--- src/rtl/pwm_pkg.sv ---
// Shared definitions for the multi-channel PWM: alignment mode encodings and
// the channel-index width helper.
package pwm_pkg;

    localparam logic MODE_EDGE   = 1'b0;
    localparam logic MODE_CENTER = 1'b1;

    // Channel-select width; never narrower than one bit.
    function automatic int ch_idx_w(input int n);
        return (n > 1) ? $clog2(n) : 1;
    endfunction

endpackage

--- src/rtl/pwm_channel.sv ---
// One PWM channel: double-buffered duty, compare against the shared counter,
// and a registered output.
module pwm_channel #(
    parameter int CNT_W = 8
) (
    input  logic             i_clk,
    input  logic             i_rst,
    input  logic             i_en,
    input  logic             duty_wr,
    input  logic [CNT_W-1:0] duty,
    input  logic             update,
    input  logic             period_nz,
    input  logic [CNT_W-1:0] cnt,
    output logic             pwm
);

    logic [CNT_W-1:0] shadow_duty;
    logic [CNT_W-1:0] active_duty;
    logic [CNT_W-1:0] next_duty;
    logic [CNT_W-1:0] cmp_duty;

    // A write landing on the update cycle goes straight into the compare.
    assign next_duty = duty_wr ? duty : shadow_duty;
    assign cmp_duty  = update ? next_duty : active_duty;

    always_ff @(posedge i_clk) begin
        if (i_rst) begin
            shadow_duty <= '0;
            active_duty <= '0;
            pwm         <= 1'b0;
        end else begin
            if (duty_wr) shadow_duty <= duty;
            if (update)  active_duty <= next_duty;
            pwm <= i_en && period_nz && (cnt < cmp_duty);
        end
    end

endmodule

--- src/rtl/pwm_multi.sv ---
// Multi-channel PWM generator: one shared up or up/down counter, runtime
// period/mode/duty loaded from shadow registers at each period boundary.
module pwm_multi
    import pwm_pkg::*;
#(
    parameter  int CH_NUM = 4,
    parameter  int CNT_W  = 8,
    localparam int IDX_W  = ch_idx_w(CH_NUM)
) (
    input  logic              i_clk,
    input  logic              i_rst,
    input  logic              i_en,
    input  logic              i_period_wr,
    input  logic [CNT_W-1:0]  i_period,
    input  logic              i_mode,
    input  logic              i_duty_wr,
    input  logic [IDX_W-1:0]  i_duty_ch,
    input  logic [CNT_W-1:0]  i_duty,
    output logic [CH_NUM-1:0] o_pwm,
    output logic              o_cycle_start,
    output logic [CNT_W-1:0]  o_cnt
);

    logic [CNT_W-1:0] cnt;
    logic             dir_up;
    logic [CNT_W-1:0] sh_period;
    logic             sh_mode;
    logic [CNT_W-1:0] act_period;
    logic             act_mode;
    logic             cycle_start;

    logic             update;
    logic [CNT_W-1:0] eff_period;
    logic             eff_mode;
    logic             eff_dir;
    logic             center;
    logic             at_top;
    logic [CNT_W-1:0] cnt_nxt;
    logic             dir_nxt;

    // Strobes are single-cycle writes with no back-pressure: every asserted
    // i_period_wr / i_duty_wr cycle is taken, a later write overwrites.
    assign update     = i_en && (cnt == '0);
    assign eff_period = update ? (i_period_wr ? i_period : sh_period) : act_period;
    assign eff_mode   = update ? (i_period_wr ? i_mode : sh_mode) : act_mode;
    assign eff_dir    = update || dir_up;
    assign center     = (eff_mode == MODE_CENTER) && (eff_period > CNT_W'(1));
    assign at_top     = (cnt >= eff_period - CNT_W'(1));

    always_comb begin
        cnt_nxt = '0;
        dir_nxt = 1'b1;
        if (i_en && (eff_period > CNT_W'(1))) begin
            if (!center) begin
                cnt_nxt = at_top ? '0 : cnt + CNT_W'(1);
            end else if (eff_dir && !at_top) begin
                cnt_nxt = cnt + CNT_W'(1);
            end else begin
                // Turn around at the top; return to up once the count hits 0.
                cnt_nxt = cnt - CNT_W'(1);
                dir_nxt = (cnt <= CNT_W'(1));
            end
        end
    end

    always_ff @(posedge i_clk) begin
        if (i_rst) begin
            cnt         <= '0;
            dir_up      <= 1'b1;
            sh_period   <= '0;
            sh_mode     <= MODE_EDGE;
            act_period  <= '0;
            act_mode    <= MODE_EDGE;
            cycle_start <= 1'b0;
        end else begin
            cnt    <= cnt_nxt;
            dir_up <= dir_nxt;
            if (i_period_wr) begin
                sh_period <= i_period;
                sh_mode   <= i_mode;
            end
            if (update) begin
                act_period <= eff_period;
                act_mode   <= eff_mode;
            end
            cycle_start <= update && (eff_period != '0);
        end
    end

    for (genvar c = 0; c < CH_NUM; c++) begin : g_ch
        pwm_channel #(.CNT_W(CNT_W)) u_ch (
            .i_clk     (i_clk),
            .i_rst     (i_rst),
            .i_en      (i_en),
            .duty_wr   (i_duty_wr && (i_duty_ch == IDX_W'(c))),
            .duty      (i_duty),
            .update    (update),
            .period_nz (eff_period != '0),
            .cnt       (cnt),
            .pwm       (o_pwm[c])
        );
    end

    assign o_cycle_start = cycle_start;
    assign o_cnt         = cnt;

endmodule

--- config.mk ---
export PLATFORM = sky130hd
export DESIGN_NAME = pwm_multi
export DESIGN_NICKNAME = d
export VERILOG_FILES = /design/src/rtl/pwm_pkg.sv /design/src/rtl/pwm_channel.sv /design/src/rtl/pwm_multi.sv
export SDC_FILE = /design/constraint.sdc
export NUM_CORES = 1
export LEC_CHECK = 0
export ABC_AREA = 1
export CAP_MARGIN = 20
export CORE_ASPECT_RATIO = 2
export CORE_MARGIN = 2
export CORE_UTILIZATION = 63
export DETAILED_ROUTE_END_ITERATION = 7
export GPL_ROUTABILITY_DRIVEN = 0
export PLACE_DENSITY = 0.85
export RECOVER_POWER = 25
export REMOVE_ABC_BUFFERS = 1
export SYNTH_ARGS = -nofsm -noshare
export SYNTH_HDL_FRONTEND = slang
export SYNTH_SLANG_ARGS = --single-unit
--- constraint.sdc ---
create_clock -name i_clk -period 6.1 [get_ports i_clk]
set_clock_uncertainty 0.2 [all_clocks]
set_input_delay 1.22 -clock i_clk [delete_from_list [all_inputs] [get_ports i_clk]]
set_output_delay 1.22 -clock i_clk [all_outputs]
set_load 0.005 [all_outputs]
==> results of run 1 <==
flip-flops by register name, indices dropped and copies added, names as in the netlist:
| signal | flops |
|---|---|
| g_ch.u_ch.shadow_duty | 32 |
| dir_up | 1 |
| act_mode | 1 |
| sh_mode | 1 |
| act_period | 8 |
| o_cnt | 8 |
| g_ch.u_ch.pwm | 4 |
| sh_period | 8 |
| o_cycle_start | 1 |
| g_ch.u_ch.active_duty | 32 |
path summary, 6_finish.rpt:
kind,from,end,slack (ns)
max,i_en,o_cnt[6],1.06
min,g_ch[3].u_ch.shadow_duty[5],g_ch[3].u_ch.shadow_duty[5],0.29
max reg2reg,o_cnt[1],o_cnt[6],1.52
min reg2reg,g_ch[3].u_ch.shadow_duty[5],g_ch[3].u_ch.shadow_duty[5],0.29
per-layer routing:
layer | vias up | global-route usage
li1 | 2135 | -
met3 | 34 | 0.0491
met2 | 113 | 0.442
met1 | 1901 | 0.321
met5 | - | 0
met4 | 0 | 0.119
cells by family (layout without fill, tap and decap cells):
kind of cell,after synthesis,after routing
DFF,96,96
buffers and inverters,84,111
muxes,31,31
AOI/OAI and AO/OA,78,78
adders and majority gates,43,43
and+or+nand+nor,308,308
xor gates and xnor gates,14,14
cell usage in the layout, fill, tap and decap left out, types with 2 or more instances in the layout:
master	Yosys	routed
sky130_fd_sc_hd__o21ai_1	3	3
sky130_fd_sc_hd__buf_4	9	2
sky130_fd_sc_hd__nand2_1	134	134
sky130_fd_sc_hd__inv_1	52	52
sky130_fd_sc_hd__o21a_1	2	2
sky130_fd_sc_hd__xnor2_1	4	4
sky130_fd_sc_hd__ha_1	43	43
sky130_fd_sc_hd__dfxtp_1	96	96
sky130_fd_sc_hd__o211ai_1	4	4
sky130_fd_sc_hd__o21ai_2	2	2
sky130_fd_sc_hd__dlygate4sd3_1	0	6
sky130_fd_sc_hd__o21ai_0	41	41
sky130_fd_sc_hd__inv_2	5	5
sky130_fd_sc_hd__clkbuf_1	8	3
sky130_fd_sc_hd__nor2_1	117	117
sky130_fd_sc_hd__clkinvlp_4	0	2
sky130_fd_sc_hd__nand2_4	3	3
sky130_fd_sc_hd__nor2_4	3	3
sky130_fd_sc_hd__clkdlybuf4s50_1	0	29
sky130_fd_sc_hd__nand4_1	9	9
sky130_fd_sc_hd__nand3_1	23	23
sky130_fd_sc_hd__a211o_1	3	3
sky130_fd_sc_hd__mux2i_1	31	31
sky130_fd_sc_hd__a21oi_1	22	22
sky130_fd_sc_hd__xor2_1	10	10
sky130_fd_sc_hd__nand2_2	12	12
sky130_fd_sc_hd__or2_2	3	3
sky130_fd_sc_hd__clkbuf_16	0	9
sky130_fd_sc_hd__nor2_2	2	2
power by group through the flow:
stage / clock network, mW / registers (mW) / logic [mW]
finish: 0.550 / 0.867 / 1.64
global placement: 0 / 0.875 / 1.54
detailed placement: 0 / 0.879 / 1.60
global route: 0.582 / 0.882 / 1.86
floorplan: 0 / 0.856 / 1.20
CTS: 0.556 / 0.866 / 1.64
cell usage after synthesis, drive strengths merged:
master	n
nor2	122
or2	3
clkbuf	8
a2111oi	1
o21ai	46
nand4	9
nor3	1
mux2i	31
dfxtp	96
nand3	24
a211o	3
ha	43
buf	19
inv	57
xnor2	4
xor2	10
a21oi	22
nand2	149
o21a	2
o211ai	4
final cells by class:
cell class / count / area share
Inverter: 57 / 0.0380
Tap cell: 96 / 0.0214
Clock inverter: 5 / 0.0105
Multi-Input combinational cell: 474 / 0.482
Timing Repair Buffer: 39 / 0.0663
Sequential cell: 96 / 0.342
Clock buffer: 10 / 0.0407
worst reg2reg max path: stages (launching register included):
cell	delay, ns
sky130_fd_sc_hd__dfxtp_1	0.67
sky130_fd_sc_hd__inv_1	0.17
sky130_fd_sc_hd__ha_1	0.24
sky130_fd_sc_hd__nand2_2	0.09
sky130_fd_sc_hd__nor2_4	0.07
sky130_fd_sc_hd__nand2_4	0.17
sky130_fd_sc_hd__inv_2	0.10
sky130_fd_sc_hd__o21ai_0	0.46
sky130_fd_sc_hd__ha_1	0.31
sky130_fd_sc_hd__nand2_1	0.07
sky130_fd_sc_hd__nor2_1	0.14
sky130_fd_sc_hd__nand2_1	0.08
sky130_fd_sc_hd__xnor2_1	0.13
sky130_fd_sc_hd__ha_1	0.27
sky130_fd_sc_hd__nand2_1	0.07
sky130_fd_sc_hd__nor2_1	0.19
sky130_fd_sc_hd__nand4_1	0.25
sky130_fd_sc_hd__nand4_1	0.45
sky130_fd_sc_hd__nand2_1	0.10
sky130_fd_sc_hd__nand2_1	0.09
sky130_fd_sc_hd__nand3_1	0.06
sky130_fd_sc_hd__a21oi_1	0.15
metrics by stage:
stage          worst slack (ns)  power [mW]  hold WS (ns)   util
2_1_floorplan              1.50        2.06         0.256      -
4_1_cts                    1.10        3.06         0.296  0.719
6_report                   1.06        3.06         0.290  0.719
5_1_grt                   0.702        3.33         0.316  0.719
3_5_place_dp              0.824        2.48         0.280  0.683
3_3_place_gp              0.956        2.42         0.271  0.683
==> qor.txt, run 1 <==
Layout fillers = 623
Cells after Synth = 654
ANT cells = 0
endpoint arrival time on the critical path = 5.12 ns
buffer depth of the longest clock path = 2
Stages on worst setup path = 20
y dimension of the die = 130 um
CTS-repair resized insts = 0
final instance count without filler cells = 777
largest incremental delay on the critical path = 0.57 ns
fraction of the mapped netlist area in adder cells = 0.107
relative contribution of the clock network to total power = 0.180
total routing resource utilization after global routing = 0.264
count of nets left with antenna violations after detail routing = 0
Hold Violations, Final = 0
TritonCTS clock tree = built
violated checks = capacitance limit, slew limit
number of clock buffers inserted by TritonCTS = 9
DR pass1 iterations = 4
number of pins with negative max-slew slack in the final report = 61
initial antenna violation count = 0
clock root buffer = sky130_fd_sc_hd__clkbuf_16
share of layout cells above drive strength 1 = 0.0690
share of synthesized area occupied by flip-flops and latches = 0.384
Mapped Area = 5010 sq um
pin count of the biggest net entering global routing = 62
family with the most delay on the worst path = simple AND/OR/NAND/NOR gates
flip-flop and latch area = 1920 sq um
cell with the biggest individual delay on the critical path = sky130_fd_sc_hd__clkdlybuf4s50_1
core region area = 7830 sq um
worst slew slack as a fraction of its limit = -0.675
count of endpoints failing setup in the final report = 0
design area = 5630 sq um
sequential group share of total power = 0.284
first-pass GRT wire length = 17500 um
Worst IR Drop VDD = 0.340 mV
instance count along the most critical hold path = 2
Hold WC Path Type = flop to flop
routed wl met3 = 489 um
leading area contributor after synthesis = sky130_fd_sc_hd__dfxtp_1
drt initial violations = 304
cell-internal power = 1.69 mW
fraction of the mapped netlist area in compound gates = 0.0854
effective utilization at floorplan = 0.640
horizontal extent of the die = 67.1 um
number of clock sinks = 96
later-pin clock latency in the skew report = 0.35 ns
combinational family with the most area after synthesis = simple AND/OR/NAND/NOR gates
number of rows in the core area = 46
DRC = 0
Highest Clock Rate = 0.198 GHz
number of I/O pins = 37
sw power = 1.36 mW
placed wire-length estimate = 7480 um
metal2 WL = 5320 um
routed length on met1 = 4660 um
switching power share of the total = 0.447
post-place instance area = 5340 sq um
number of maximum-capacitance violations = 1
Layout area overhead = 12.3%
number of global-route vias before repair = 3827
area share of the largest cell type after synthesis = 0.384
Critical Path RT = 6.18 ns
post-CTS setup repair buffer count = 0
synth warn = 0
vias per cell = 5.38
port bufs = 36
pwr dens = 543 nW/um^2
combined buffer and inverter count along the critical path = 2
placed cell count = 762
Setup crit end kind = flop
average wire length per cell after detail routing = 13.9 um
shortest period the worst path allows = 5.04 ns
Max FO, Critical Path = 14
DR top layer = met4
library cell appearing most often on the critical path = sky130_fd_sc_hd__nand2_1
mean instance size in the synthesized netlist = 7.66 sq um
run status = finished, violations left
startpoint type of the worst setup path = input pin
vias after detailed routing = 4183
die outline area = 8720 sq um
setup repair after global routing missed its margin = no
Least-Margin Pin Slew = 2.51 ns
number of hold-repair buffers added at the cts stage = 0
NumNets Final = 744
share of the synthesized netlist area taken by xor and xnor gates = 0.0245
top area cells in the synthesized netlist = sky130_fd_sc_hd__dfxtp_1 38%, sky130_fd_sc_hd__ha_1 11%, sky130_fd_sc_hd__nand2_1 10%
simple-gate share of the synthesized area = 0.261
final critical-path share of the clock period = 0.827
combinational power share = 0.537
wire length reported by the detailed router = 10800 um
number of cells traversed by the worst register-to-register path = 21
Leak Pwr = 2.80 nW
multi-input logic area = 2710 sq um
total global routing overflow = 0
post-CTS clock slew at the launch and capture registers of the worst setup and hold paths = 0.06 ns
worst path cell trace = clkdlybuf4s50_1, nand2_2, nor2_4, nand2_4, inv_2, o21ai_0, ha_1, nand2_1, nor2_1, nand2_1, xnor2_1, ha_1, nand2_1, nor2_1, nand4_1, nand4_1, nand2_1, nand2_1, nand3_1, a21oi_1
#FFs+latches synth = 96
multiplexer share of the synthesized area = 0.0619
H-tree depth = 3
count of different cell masters after synthesis = 32
Setup CP Type = input pin to flop
total negative slack = 0 ns
No activity file was read; power rests on OpenSTA's default activity.
==> run 2, diff against run 1 <==
CORE_UTILIZATION = 59   (was 63)
PLACE_DENSITY = 0.8   (was 0.85)
clock period = 4.66 ns   (was 6.1 ns; I/O delays follow)
==> run 2 against run 1 <==
Effect of this change: the flow still finishes with violations (capacitance limit, slew limit); worst hold slack is essentially flat; die area grew 6.5%; cell area grew 1.4%; non-clock buffer count grew 14; highest routed layer unchanged; sequential power grew 26%; flip-flop and latch count is the same; critical path depth grew 2; critical path type unchanged; first-iteration DRC count shrank 38%; sequential share of layout area shrank 0.47 points; routed wire length grew 4.2%; critical endpoint is now o_cnt[2].
==> qor.txt, run 2 (same netlist as run 1, synthesis figures left out) <==
shortest period the worst path allows = 4.23 ns
run status = finished, violations left
Highest Clock Rate = 0.236 GHz
placed wire-length estimate = 8400 um (+12%)
sw power = 1.81 mW (+32%)
total chip power = 4.03 mW (+32%)
NumNets Final = 758 (+1.9%)
number of I/O pins = 37 (unchanged)
total negative slack = 0 ns (unchanged)
Worst R2R Setup Slack = 0.91 ns (-0.61 ns)
number of clock sinks = 96 (unchanged)
Layout fillers = 681 (+9.3%)
Worst IR Drop VDD = 0.711 mV (+110%)
Worst Hold Slack = 0.290 ns (+0.000130 ns)
Setup CP Type = input pin to flop
vias after detailed routing = 4291 (+2.6%)
switching power share of the total = 0.449 (+0.00221)
final critical-path share of the clock period = 0.908
critical hold path startpoint = g_ch[3].u_ch.shadow_duty[7]
setup repair after global routing missed its margin = no
Max FO, Critical Path = 8 (-6)
H-tree depth = 3 (unchanged)
relative contribution of the clock network to total power = 0.164 (-0.016)
effective utilization at floorplan = 0.604 (-0.0358)
violated checks = capacitance limit, slew limit
initial antenna violation count = 0 (unchanged)
port bufs = 36 (unchanged)
sequential group share of total power = 0.272 (-0.012)
total global routing overflow = 0 (unchanged)
buffer depth of the longest clock path = 2 (unchanged)
biggest registers after layout = g_ch.u_ch.active_duty x32, g_ch.u_ch.shadow_duty x32
flip-flop and latch area = 1920 sq um (unchanged)
cell-internal power = 2.22 mW (+31%)
total routing resource utilization after global routing = 0.252 (-0.0116)
count of endpoints failing setup in the final report = 0 (unchanged)
number of rows in the core area = 47 (+2.2%)
number of clock buffers inserted by TritonCTS = 9 (unchanged)
setup slack of the critical path after layout = 0.428 ns (-0.630 ns)
hold-critical path endpoint = g_ch[3].u_ch.shadow_duty[7]
met1 usage in global routing = 0.247 (-0.0742)
post-CTS clock slew at the launch and capture registers of the worst setup and hold paths = 0.06 ns (about the same)
wire length reported by the detailed router = 11300 um (+4.2%)
number of global-route vias before repair = 4272 (+12%)
met2 Resource Use GR = 0.469 (+0.0270)
horizontal extent of the die = 69.2 um (+3.1%)
most frequent cells in the layout = 134 x sky130_fd_sc_hd__nand2_1, 117 x sky130_fd_sc_hd__nor2_1, 96 x sky130_fd_sc_hd__dfxtp_1
Hold WC Path Type = flop to flop
reg-to-reg startpoint = o_cnt[7]
pin count of the biggest net entering global routing = 61 (-1.6%)
Critical Path RT = 4.69 ns (-1.49 ns)
most common cell after layout, fill and taps aside = sky130_fd_sc_hd__nand2_1
die outline area = 9290 sq um (+6.5%)
drt initial violations = 189 (-38%)
combinational power share = 0.564 (+0.027)
first-pass GRT wire length = 18900 um (+7.9%)
DR pass1 iterations = 5 (+1)
multi-input logic area = 2710 sq um (unchanged)
clock root buffer = sky130_fd_sc_hd__clkbuf_16
ANT cells = 0 (unchanged)
Hold Violations, Final = 0 (unchanged)
endpoint of the worst register-to-register path = o_cnt[2]
busiest layer in global routing = met2
Layout area overhead = 13.9%
worst slew slack as a fraction of its limit = -0.417 (+0.258)
startpoint type of the worst setup path = input pin
number of maximum-capacitance violations = 2 (+1)
met3 track demand over resource in global routing = 0.0466 (-0.00256)
number of pins with negative max-slew slack in the final report = 91 (+49%)
Setup crit end kind = flop
Leak Pwr = 2.85 nW (+1.9%)
core region area = 8290 sq um (+5.9%)
Least-Margin Pin Slew = 2.13 ns (-0.387 ns)
share of layout cells above drive strength 1 = 0.0863 (+0.0173)
DRC = 0 (unchanged)
later-pin clock latency in the skew report = 0.34 ns (about the same)
number of hold-repair buffers added at the cts stage = 0 (unchanged)
instance count along the most critical hold path = 2 (unchanged)
number of cells traversed by the worst register-to-register path = 22 (+4.8%)
y dimension of the die = 134 um (+3.2%)
vias per cell = 5.41 (+0.51%)
pwr dens = 706 nW/um^2 (+30%)
endpoint arrival time on the critical path = 4.26 ns (-0.86 ns)
count of nets left with antenna violations after detail routing = 0 (unchanged)
Setup Slack @ Placement = 0.0677 ns (-0.756 ns)
average wire length per cell after detail routing = 14.2 um (+2.1%)
TritonCTS clock tree = built
==> run 2: cell count changes in the layout (fill, tap and decap cells not counted) <==
cell                        change
sky130_fd_sc_hd__buf_4         +13
sky130_fd_sc_hd__bufinv_16      -1
sky130_fd_sc_hd__clkbuf_1       +1
sky130_fd_sc_hd__clkinv_2       +1
sky130_fd_sc_hd__clkinv_4       -1
sky130_fd_sc_hd__inv_6          +1
==> run 2: final cells by class <==
type	count	area share
repair buffers	53	0.0831
well taps	98	0.0215
clock inverters	5	0.00592
inverters	57	0.0375
multi-input cells	474	0.475
clock buffers	10	0.0401
flip-flops and latches	96	0.337
==> run 2: per-stage QoR <==
stage	utilization	instances	area, sq um
global route	0.688	793	5700
floorplan	-	627	4840
detailed placement	0.656	777	5440
CTS	0.688	792	5710
global placement	0.656	777	5440
finish	0.688	793	5700
==> run 2: worst max-delay path by stage <==
| stage | startpoint | to | slack [ns] | cells after the start |
|---|---|---|---|---|
| global placement | i_en | o_cnt[3] | 0.13 | 21 |
| global route | i_en | o_cnt[2] | 0.08 | 22 |
| finish | i_en | o_cnt[2] | 0.43 | 22 |
| CTS | i_en | o_cnt[3] | 0.40 | 21 |
| floorplan | i_en | o_cnt[1] | 0.35 | 21 |
| detailed placement | i_en | o_cnt[6] | 0.07 | 22 |
==> run 2: power groups by stage <==
| stage | registers, mW | clock network [mW] | logic [mW] |
|---|---|---|---|
| floorplan | 1.12 | 0 | 1.58 |
| global placement | 1.10 | 0 | 2.14 |
| detailed placement | 1.11 | 0 | 2.25 |
| CTS | 1.09 | 0.672 | 2.27 |
| global route | 1.11 | 0.704 | 2.60 |
| finish | 1.09 | 0.662 | 2.27 |
==> run 2: metal layers <==
metal	share of wire	up-vias
met5	0	-
met4	0.057	0
met3	0.031	43
met2	0.54	111
met1	0.37	1969
li1	-	2168
==> run 2: critical path, stage by stage <==
cell and delay (ns):
sky130_fd_sc_hd__clkdlybuf4s50_1 0.57, sky130_fd_sc_hd__nand2_2 0.10, sky130_fd_sc_hd__nor2_4 0.20, sky130_fd_sc_hd__nand2_4 0.07
sky130_fd_sc_hd__inv_2 0.11, sky130_fd_sc_hd__nand2_1 0.06, sky130_fd_sc_hd__o21a_1 0.14, sky130_fd_sc_hd__inv_1 0.09
sky130_fd_sc_hd__ha_1 0.19, sky130_fd_sc_hd__nand2_1 0.06, sky130_fd_sc_hd__nor2_1 0.14, sky130_fd_sc_hd__nand2_1 0.09
sky130_fd_sc_hd__xnor2_1 0.13, sky130_fd_sc_hd__ha_1 0.27, sky130_fd_sc_hd__nand2_1 0.07, sky130_fd_sc_hd__nor2_1 0.19
sky130_fd_sc_hd__nand4_1 0.14, sky130_fd_sc_hd__buf_4 0.19, sky130_fd_sc_hd__nand2_1 0.22, sky130_fd_sc_hd__nor2_1 0.07
sky130_fd_sc_hd__o211ai_1 0.16, sky130_fd_sc_hd__nor2_1 0.06
==> run 2: what timing repair did <==
item | in CTS | in global routing
setup buffers | 0 | 1
setup endpoints to repair | 0 | 7
gates resized for setup | 0 | 0
hold endpoints to repair | 0 | 0
